==> config.mk <==
export PLATFORM = sky130hd
export DESIGN_NAME = red_pitaya_asg_sweep
export DESIGN_NICKNAME = d
export VERILOG_FILES = /design/src/rtl/red_pitaya_asg_pkg.sv /design/src/rtl/red_pitaya_asg_sweep_dwell.sv /design/src/rtl/red_pitaya_asg_sweep.sv
export SDC_FILE = /design/constraint.sdc
export NUM_CORES = 1
export LEC_CHECK = 0
export ABC_AREA = 1
export CORE_UTILIZATION = 30
export DETAILED_ROUTE_END_ITERATION = 6
export PLACE_DENSITY = 0.57
export SLEW_MARGIN = 20
export SYNTH_ARGS = -nofsm -noshare
export SYNTH_HDL_FRONTEND = slang
export SYNTH_SLANG_ARGS = --single-unit
==> constraint.sdc <==
create_clock -name dac_clk_i -period 4.3 [get_ports dac_clk_i]
set_input_delay 0.86 -clock dac_clk_i [delete_from_list [all_inputs] [get_ports dac_clk_i]]
set_output_delay 0.86 -clock dac_clk_i [all_outputs]
set_load 0.02 [all_outputs]
==> src/rtl/red_pitaya_asg_pkg.sv <==
// Shared sweep-generator types: controller states, sweep mode codes and mode normalisation.
package red_pitaya_asg_pkg;

  typedef enum logic [1:0] {
    ST_IDLE  = 2'd0,
    ST_SWEEP = 2'd1,
    ST_HOLD  = 2'd2
  } sweep_state_e;

  localparam logic [1:0] MODE_SINGLE = 2'd0;
  localparam logic [1:0] MODE_SAW    = 2'd1;
  localparam logic [1:0] MODE_TRI    = 2'd2;

  // Code 3 is unused and behaves as a single sweep.
  function automatic logic [1:0] norm_mode(input logic [1:0] mode);
    return (mode == 2'd3) ? MODE_SINGLE : mode;
  endfunction

endpackage

==> src/rtl/red_pitaya_asg_sweep_dwell.sv <==
// Dwell counter: loaded on sweep start, counts down while running, reloads at zero.
module red_pitaya_asg_sweep_dwell (
  input  logic        clk,
  input  logic        rst_n,
  input  logic        load,
  input  logic [31:0] load_val,
  input  logic        run,
  input  logic [31:0] reload_val,
  output logic        expire
);

  logic [31:0] cnt;

  assign expire = (cnt == 32'd0);

  // NOTE: sequential state uses non-blocking assignments so every register samples pre-edge values.
  always_ff @(posedge clk or negedge rst_n) begin
    if (!rst_n) begin
      cnt <= 32'd0;
    end else if (load) begin
      cnt <= load_val;
    end else if (run) begin
      cnt <= expire ? reload_val : cnt - 32'd1;
    end
  end

endmodule

==> src/rtl/red_pitaya_asg_sweep.sv <==
// Frequency sweep controller for an ASG channel phase step.
// Build option: define ASG_SWEEP_RETRIG_EN to let trig_i restart a running sweep.
module red_pitaya_asg_sweep
  import red_pitaya_asg_pkg::*;
#(
  parameter int RSZ = 14
) (
  input  logic              dac_clk_i,
  input  logic              dac_rstn_i,
  input  logic              trig_i,
  input  logic              set_rst_i,
  input  logic [1:0]        set_mode_i,
  input  logic [RSZ+15:0]   set_start_i,
  input  logic [RSZ+15:0]   set_stop_i,
  input  logic [RSZ+15:0]   set_inc_i,
  input  logic [31:0]       set_dwell_i,
  output logic [RSZ+15:0]   step_o,
  output logic              busy_o,
  output logic              done_o
);

  localparam int SW = RSZ + 16;

  sweep_state_e  state;
  logic [SW-1:0] start_sh, stop_sh, inc_sh;
  logic [31:0]   dwell_sh;
  logic [1:0]    mode_sh;
  logic          dir_up;     // start <= stop
  logic          leg_out;    // heading toward stop (vs. back toward start)
  logic          wrap_pend;  // sawtooth: jump to start at next dwell expiry
  logic          accept, dwell_expire;

`ifdef ASG_SWEEP_RETRIG_EN
  assign accept = trig_i && !set_rst_i;
`else
  assign accept = trig_i && !set_rst_i && (state != ST_SWEEP);
`endif

  red_pitaya_asg_sweep_dwell u_dwell (
    .clk        (dac_clk_i),
    .rst_n      (dac_rstn_i),
    .load       (accept),
    .load_val   (set_dwell_i),
    .run        (state == ST_SWEEP),
    .reload_val (dwell_sh),
    .expire     (dwell_expire)
  );

  logic [SW-1:0] target, next_step;
  logic [SW:0]   sum_up, diff_dn;
  logic          leg_end;

  // NOTE: every always_comb output gets a default first so no latch is inferred.
  always_comb begin
    target    = leg_out ? stop_sh : start_sh;
    sum_up    = {1'b0, step_o} + {1'b0, inc_sh};
    diff_dn   = {1'b0, step_o} - {1'b0, inc_sh};
    next_step = sum_up[SW-1:0];
    leg_end   = 1'b0;
    if (leg_out ? dir_up : !dir_up) begin
      leg_end = (sum_up >= {1'b0, target});
    end else begin
      next_step = diff_dn[SW-1:0];
      // A borrow means the step went below zero, which is past any target.
      leg_end   = diff_dn[SW] || (diff_dn[SW-1:0] <= target);
    end
  end

  always_ff @(posedge dac_clk_i or negedge dac_rstn_i) begin
    if (!dac_rstn_i) begin
      state     <= ST_IDLE;
      step_o    <= '0;
      busy_o    <= 1'b0;
      done_o    <= 1'b0;
      start_sh  <= '0;
      stop_sh   <= '0;
      inc_sh    <= '0;
      dwell_sh  <= '0;
      mode_sh   <= MODE_SINGLE;
      dir_up    <= 1'b0;
      leg_out   <= 1'b0;
      wrap_pend <= 1'b0;
    end else begin
      done_o <= 1'b0;
      if (set_rst_i) begin
        state     <= ST_IDLE;
        busy_o    <= 1'b0;
        step_o    <= set_start_i;
        wrap_pend <= 1'b0;
      end else if (accept) begin
        start_sh  <= set_start_i;
        stop_sh   <= set_stop_i;
        inc_sh    <= set_inc_i;
        dwell_sh  <= set_dwell_i;
        mode_sh   <= norm_mode(set_mode_i);
        dir_up    <= (set_start_i <= set_stop_i);
        leg_out   <= 1'b1;
        wrap_pend <= 1'b0;
        step_o    <= set_start_i;
        busy_o    <= 1'b1;
        state     <= ST_SWEEP;
      end else begin
        case (state)
          ST_IDLE: begin
            step_o <= set_start_i;
            busy_o <= 1'b0;
          end
          ST_SWEEP: begin
            if (dwell_expire) begin
              if (wrap_pend) begin
                step_o    <= start_sh;
                wrap_pend <= 1'b0;
              end else if (inc_sh != '0) begin
                if (leg_end) begin
                  step_o <= target;
                  case (mode_sh)
                    MODE_SAW: begin
                      done_o    <= 1'b1;
                      wrap_pend <= 1'b1;
                    end
                    MODE_TRI: begin
                      leg_out <= !leg_out;
                      done_o  <= !leg_out;
                    end
                    default: begin
                      done_o <= 1'b1;
                      busy_o <= 1'b0;
                      state  <= ST_HOLD;
                    end
                  endcase
                end else begin
                  step_o <= next_step;
                end
              end
            end
          end
          ST_HOLD: ;
          default: state <= ST_IDLE;
        endcase
      end
    end
  end

endmodule

==> impl_metrics.csv, run 1 <==
group,metric,value,unit
clock_network,clock-sinks,193,
synth,ys_types,45,
sta,finalHoldViolations,0,
layout,final_cell_mix,"nand2_1 (671), inv_1 (288), dfrtp_1 (187)",
drt,drt-initial-drc-count,1441,
synth,ys.flop_type,"dfrtp_1",
grt,use_met2,0.391,
clock_network,cts_root_buffer,"clkbuf_16",
setup_path,rr_worst_depth,26,
grt,busiest_layer,"met2",
setup_path,critPathSlowestCell,"dfrtp_2",
clock_network,clk_pin_slew,0.08,ns
placement,port_buffers,159,
hold_path,min_path_type,"primary input to asynchronous set/reset pin",
synth,synth_seq_area_share,0.293,
synth,synth_edf_count,0,
sta,setup_tns,0,ns
grt,grt_pass1_vias,16900,
setup_path,cpPeakStageDelay,0.47,ns
layout,final_common_cell,"nand2_1",
drt,drc,0,
grt,grt_use_met3,0.0268,
floorplan,rows,85,
placement,place_hpwl,56.8,mm
sta,final-setup-viol-count,0,
synth,netlist_instances,2455,
floorplan,core_region_area,54000,um2
floorplan,initial_core_util,0.305,
floorplan,io_pins,160,
synth,async_flop_share,1.00,
drt,viasPerCell,5.14,
grt,grt_overflow,0,
clock_network,cts_buffers,17,
synth,yosysWarnings,0,
clock_network,holdBufCountCts,0,
run,maxCapViolCount,0,
drt,first_pass_iters,5,
sta,holdWs,0.360,ns
synth,synth_nets,2739,
clock_network,h-tree-depth,4,
clock_network,cts.path.max_buffers,2,
grt,grtUsageMet1,0.364,
setup_path,crit_top_cell,"nand2_1",
drt,wl,69.5,mm
drt,wl_per_cell,20.5,um
setup_path,cp-end-kind,"register",
floorplan,die_h,236,um
sta,rsz0062_at_grt,"yes",
floorplan,die_area,55800,um2
grt,track_usage,0.250,
setup_path,critical_path_class,"register to register",
layout,nets,2963,
sta,worst_pin_slew,1.06,ns
sta,final.min_clock_period,4.19,ns
outcome,status,"completed",
layout,fin_area,20700,um2
layout,antenna_cells,0,
layout,drive_gt1_frac,0.113,
grt,grt_pass1_wl,105,mm
clock_network,cts_tree,"built",
setup_path,critPathRequiredTime,4.69,ns
drt,drtAntennaViolNets,0,
setup_path,cp_data_arrival_time,4.58,ns
drt,num_vias,17400,
sta,slew_viol_final,0,
floorplan,chipWidth,236,um
sta,fin_worst_skew,0.0248,ns
placement,gp_congestion,1.02,
synth,netlist_area,16500,um2
synth,ys_seq_elements,193,
layout,area_growth,25.7,%
synth,synth.avg_cell_area,6.71,um2
setup_path,cp-start-kind,"register",
grt,antenna_found_initial,0,
sta,slew_headroom,0.292,
setup_path,reg2reg_from,"step_o[10]",
setup_path,crit_start,"step_o[10]",
sta,fmax,239,MHz
sta,min_period_over_period,0.975,
layout,n_fill_cell,5751,
clock_network,clk_latency,0.52,ns
setup_path,cp_max_fo,22,
grt,grt_max_degree,120,
placement,place_area,19600,um2
==> metal layers <==
| metal | share of wire | vias to the layer above |
|---|---|---|
| li1 | - | 8489 |
| met1 | 0.48 | 8331 |
| met2 | 0.44 | 522 |
| met3 | 0.052 | 65 |
| met4 | 0.021 | 0 |
| met5 | 0 | - |
==> cell usage after synthesis (12+ instances only) <==
cell / instances / area share
buf_2: 27 / 0.0082
a31oi_1: 34 / 0.013
dfrtp_1: 193 / 0.29
inv_1: 294 / 0.067
a21oi_1: 166 / 0.050
clkbuf_1: 57 / 0.013
a211oi_1: 12 / 0.0055
ha_1: 154 / 0.12
nor3_1: 27 / 0.0082
o21ai_0: 191 / 0.058
nand3_1: 188 / 0.057
xor2_1: 34 / 0.018
mux2i_1: 33 / 0.020
o21bai_1: 15 / 0.0068
nand2_1: 689 / 0.16
nand4_1: 41 / 0.016
nor2_1: 196 / 0.045
==> final cells by class <==
type | instances | area (um2) | area share
multi-input combinational | 1861 | 10400 | 0.504
timing repair buffer | 304 | 2800 | 0.135
tap | 696 | 871 | 0.0421
sequential | 193 | 4840 | 0.234
clock buffer | 17 | 425 | 0.0206
inverter | 302 | 1130 | 0.0548
clock inverter | 15 | 200 | 0.00967
==> through the flow <==
stage	setup slack, ns	utilization	instances
after floorplan	0.908	-	2455
after global placement	-0.125	0.363	3346
after detailed placement	-0.184	0.363	3346
after CTS	0.00520	0.376	3380
after global routing	-0.0221	0.383	3388
final	0.108	0.383	3388
==> flip-flops by register name (all words and copies together) (netlist names), 2 cells and up <==
name         flops
dwell_sh        32
state            2
mode_sh          2
stop_sh         30
step_o          30
u_dwell.cnt     32
inc_sh          30
start_sh        30
==> worst max-delay path: cells and delay by family (launching register included) <==
kind | cells | cell delay (ns)
buffers and inverters | 3 | 0.44
adder cells (fa/ha/maj) | 2 | 0.67
flip-flops | 1 | 0.47
AND/OR/NAND/NOR | 21 | 2.47
==> final timing paths <==
path | to | slack [ns]
max | step_o[11] | 0.11
min in group dac_clk_i | dwell_sh[8] | 0.47
min reg2reg | dwell_sh[8] | 0.47
max in group asynchronous | step_o[4] | 2.96
min | step_o[19] | 0.36
max reg2reg | step_o[11] | 0.11
==> timing repair <==
item | CTS | global route
hold endpoints to repair | 0 | 0
gates cloned | 0 | 1
buffers inserted | 2 | 7
pin swaps | 1 | 5
endpoints found under the setup margin | 33 | 36
resized for setup | 11 | 94
==> kinds of logic (layout without fill, tap and decap cells) <==
kind of cell / after synthesis / count (layout) / synth area share
buffers and inverters: 401 / 638 / 0.0958
XOR/XNOR: 44 / 44 / 0.0234
AND/OR/NAND/NOR: 1173 / 1173 / 0.297
adder cells (fa/ha/maj): 156 / 156 / 0.119
flip-flops: 193 / 193 / 0.293
multiplexers: 33 / 33 / 0.0201
AO/OA/AOI/OAI: 455 / 455 / 0.151
Power of run 1 is left out: the tool's default activity adds up to more than one toggle a clock period on the data nets, which glitch-free logic cannot reach.
==> inputs of run 2 (changes only) <==
Settings changed: MAX_ROUTING_LAYER set to met4.
==> run 2 against run 1 <==
  * Register-to-register slack improved by 0.06 ns
  * Fmax up 1.5%
  * Non-clock buffer count down 3
  * Die area did not move
  * Sequential share of layout area about the same
  * Via count up 0.47%
  * Wire length is 1.4% higher
  * Clock skew grew 0.013 ns
  * Critical endpoint is now step_o[10]
  * Highest routed layer unchanged
==> impl_metrics.csv, run 2 (synthesized netlist as in run 1, its figures left out) <==
group,metric,value,unit
run,maxCapViolCount,0,
setup_path,critical_path_class,"register to register",
grt,antenna_found_initial,2,
floorplan,rows,85,
setup_path,cp_max_fo,10,
setup_path,cp-end-kind,"register",
layout,top_regs,"dwell_sh x32, u_dwell.cnt x32",
floorplan,chipWidth,236,um
clock_network,clk_pin_slew,0.12,ns
hold_path,min_path_type,"primary input to asynchronous set/reset pin",
setup_path,regToRegEndpoint,"step_o[10]",
setup_path,crit_start,"step_o[21]",
setup_path,reg2reg_from,"step_o[21]",
drt,wl,70.5,mm
grt,grt_use_met3,0.0428,
placement,place_ws,-0.146,ns
clock_network,cts.path.max_buffers,2,
placement,place_hpwl,56.9,mm
drt,first_pass_iters,5,
sta,slew_headroom,0.287,
grt,grtUsageMet1,0.361,
floorplan,io_pins,160,
clock_network,cts_root_buffer,"clkbuf_16",
placement,port_buffers,159,
sta,final-setup-viol-count,0,
floorplan,initial_core_util,0.305,
sta,fin_worst_skew,0.0382,ns
placement,gp_congestion,0.986,
setup_path,critPathRequiredTime,4.70,ns
drt,viasPerCell,5.17,
clock_network,h-tree-depth,4,
setup_path,cp-start-kind,"register",
layout,antenna_cells,0,
drt,drc,0,
sta,min_period_over_period,0.961,
clock_network,cts_buffers,17,
outcome,status,"completed",
floorplan,die_area,55800,um2
sta,fmax,242,MHz
clock_network,clock-sinks,193,
grt,track_usage,0.261,
grt,grt_overflow,0,
setup_path,cp_data_arrival_time,4.53,ns
layout,n_fill_cell,5803,
sta,slew_viol_final,0,
sta,final.min_clock_period,4.13,ns
floorplan,core_region_area,54000,um2
setup_path,rr_worst_depth,23,
setup_path,crit_path_end,"step_o[10]",
sta,worst_pin_slew,1.06,ns
sta,setup_tns,0,ns
clock_network,cts_tree,"built",
layout,fin_util,0.383,
floorplan,die_h,236,um
drt,drtAntennaViolNets,0,
drt,wl_per_cell,20.8,um
layout,final_common_cell,"nand2_1",
grt,busiest_layer,"met2",
setup_path,rrSetupSlack,0.17,ns
grt,use_met2,0.388,
grt,grt_pass1_vias,17200,
clock_network,clk_latency,0.54,ns
layout,drive_gt1_frac,0.104,
layout,final_cell_mix,"nand2_1 (672), inv_1 (291), dfrtp_1 (190)",
grt,grt_pass1_wl,106,mm
sta,fin_ws,0.168,ns
layout,area_growth,25.6,%
drt,drt-initial-drc-count,1584,
sta,finalHoldViolations,0,
drt,num_vias,17500,
layout,nets,2960,
grt,grt_max_degree,105,
## run 2: cell types whose count changed in the layout (fill, tap and decap cells not counted), moves of 5 or more
cell and delta:
nor2_1 +7, a21oi_2 -5, buf_4 -7, nor2_2 -5
## run 2: area by class of cell
cell class / instances / area (um2) / area share
clock buffers: 17 / 425 / 0.0206
clock inverters: 15 / 199 / 0.00962
inverters: 302 / 1130 / 0.0549
multi-input cells: 1861 / 10400 / 0.502
flip-flops and latches: 193 / 4830 / 0.234
well taps: 696 / 871 / 0.0421
repair buffers: 301 / 2830 / 0.137
## run 2: metal layers
| layer | vias up | wire length (um) |
|---|---|---|
| li1 | 8497 | - |
| met1 | 8336 | 33400 |
| met2 | 566 | 30700 |
| met3 | 90 | 4410 |
| met4 | 0 | 2020 |
| met5 | - | 0 |
## run 2: worst min-delay path by stage
stage / cells past startpoint / to / from
floorplan: 2 / dwell_sh[27] / dwell_sh[27]
global placement: 2 / dwell_sh[27] / dwell_sh[27]
detailed placement: 2 / dwell_sh[7] / dwell_sh[7]
CTS: 1 / inc_sh[20] / dac_rstn_i
global route: 1 / inc_sh[20] / dac_rstn_i
finish: 1 / inc_sh[20] / dac_rstn_i
## run 2: critical path, stage by stage (launching register included)
cell,delay (ns)
dfrtp_1,0.46
ha_1,0.48
nand2_1,0.16
nor2_1,0.36
nand2_1,0.15
nor2_1,0.11
nand2_1,0.14
nand4_1,0.13
nand2_1,0.15
ha_1,0.34
nand2_1,0.07
nor2_1,0.09
nand4_1,0.18
nor2_2,0.19
nand2_1,0.11
nand2_2,0.09
nand3_4,0.14
nand2_8,0.16
buf_12,0.14
nand2_1,0.06
nand3_1,0.07
nand2_1,0.08
nand2_1,0.09
nand2_1,0.05
## run 2: metrics by stage
| stage | instances | area, um2 | hold slack [ns] |
|---|---|---|---|
| finish | 3385 | 20700 | 0.364 |
| global route | 3385 | 20700 | 0.410 |
| CTS | 3377 | 20300 | 0.397 |
| detailed placement | 3345 | 19600 | 0.451 |
| floorplan | 2455 | 16500 | 0.432 |
| global placement | 3345 | 19600 | 0.449 |
## run 2: timing repair
action / 4_1_cts / 5_1_grt
resized for setup: 2 / 85
endpoints found under the setup margin: 29 / 36
hold buffers: 0 / 0
setup buffers: 0 / 6
cloned: 0 / 2
pin swaps: 0 / 13
Power of run 2 is left out for the same reason.
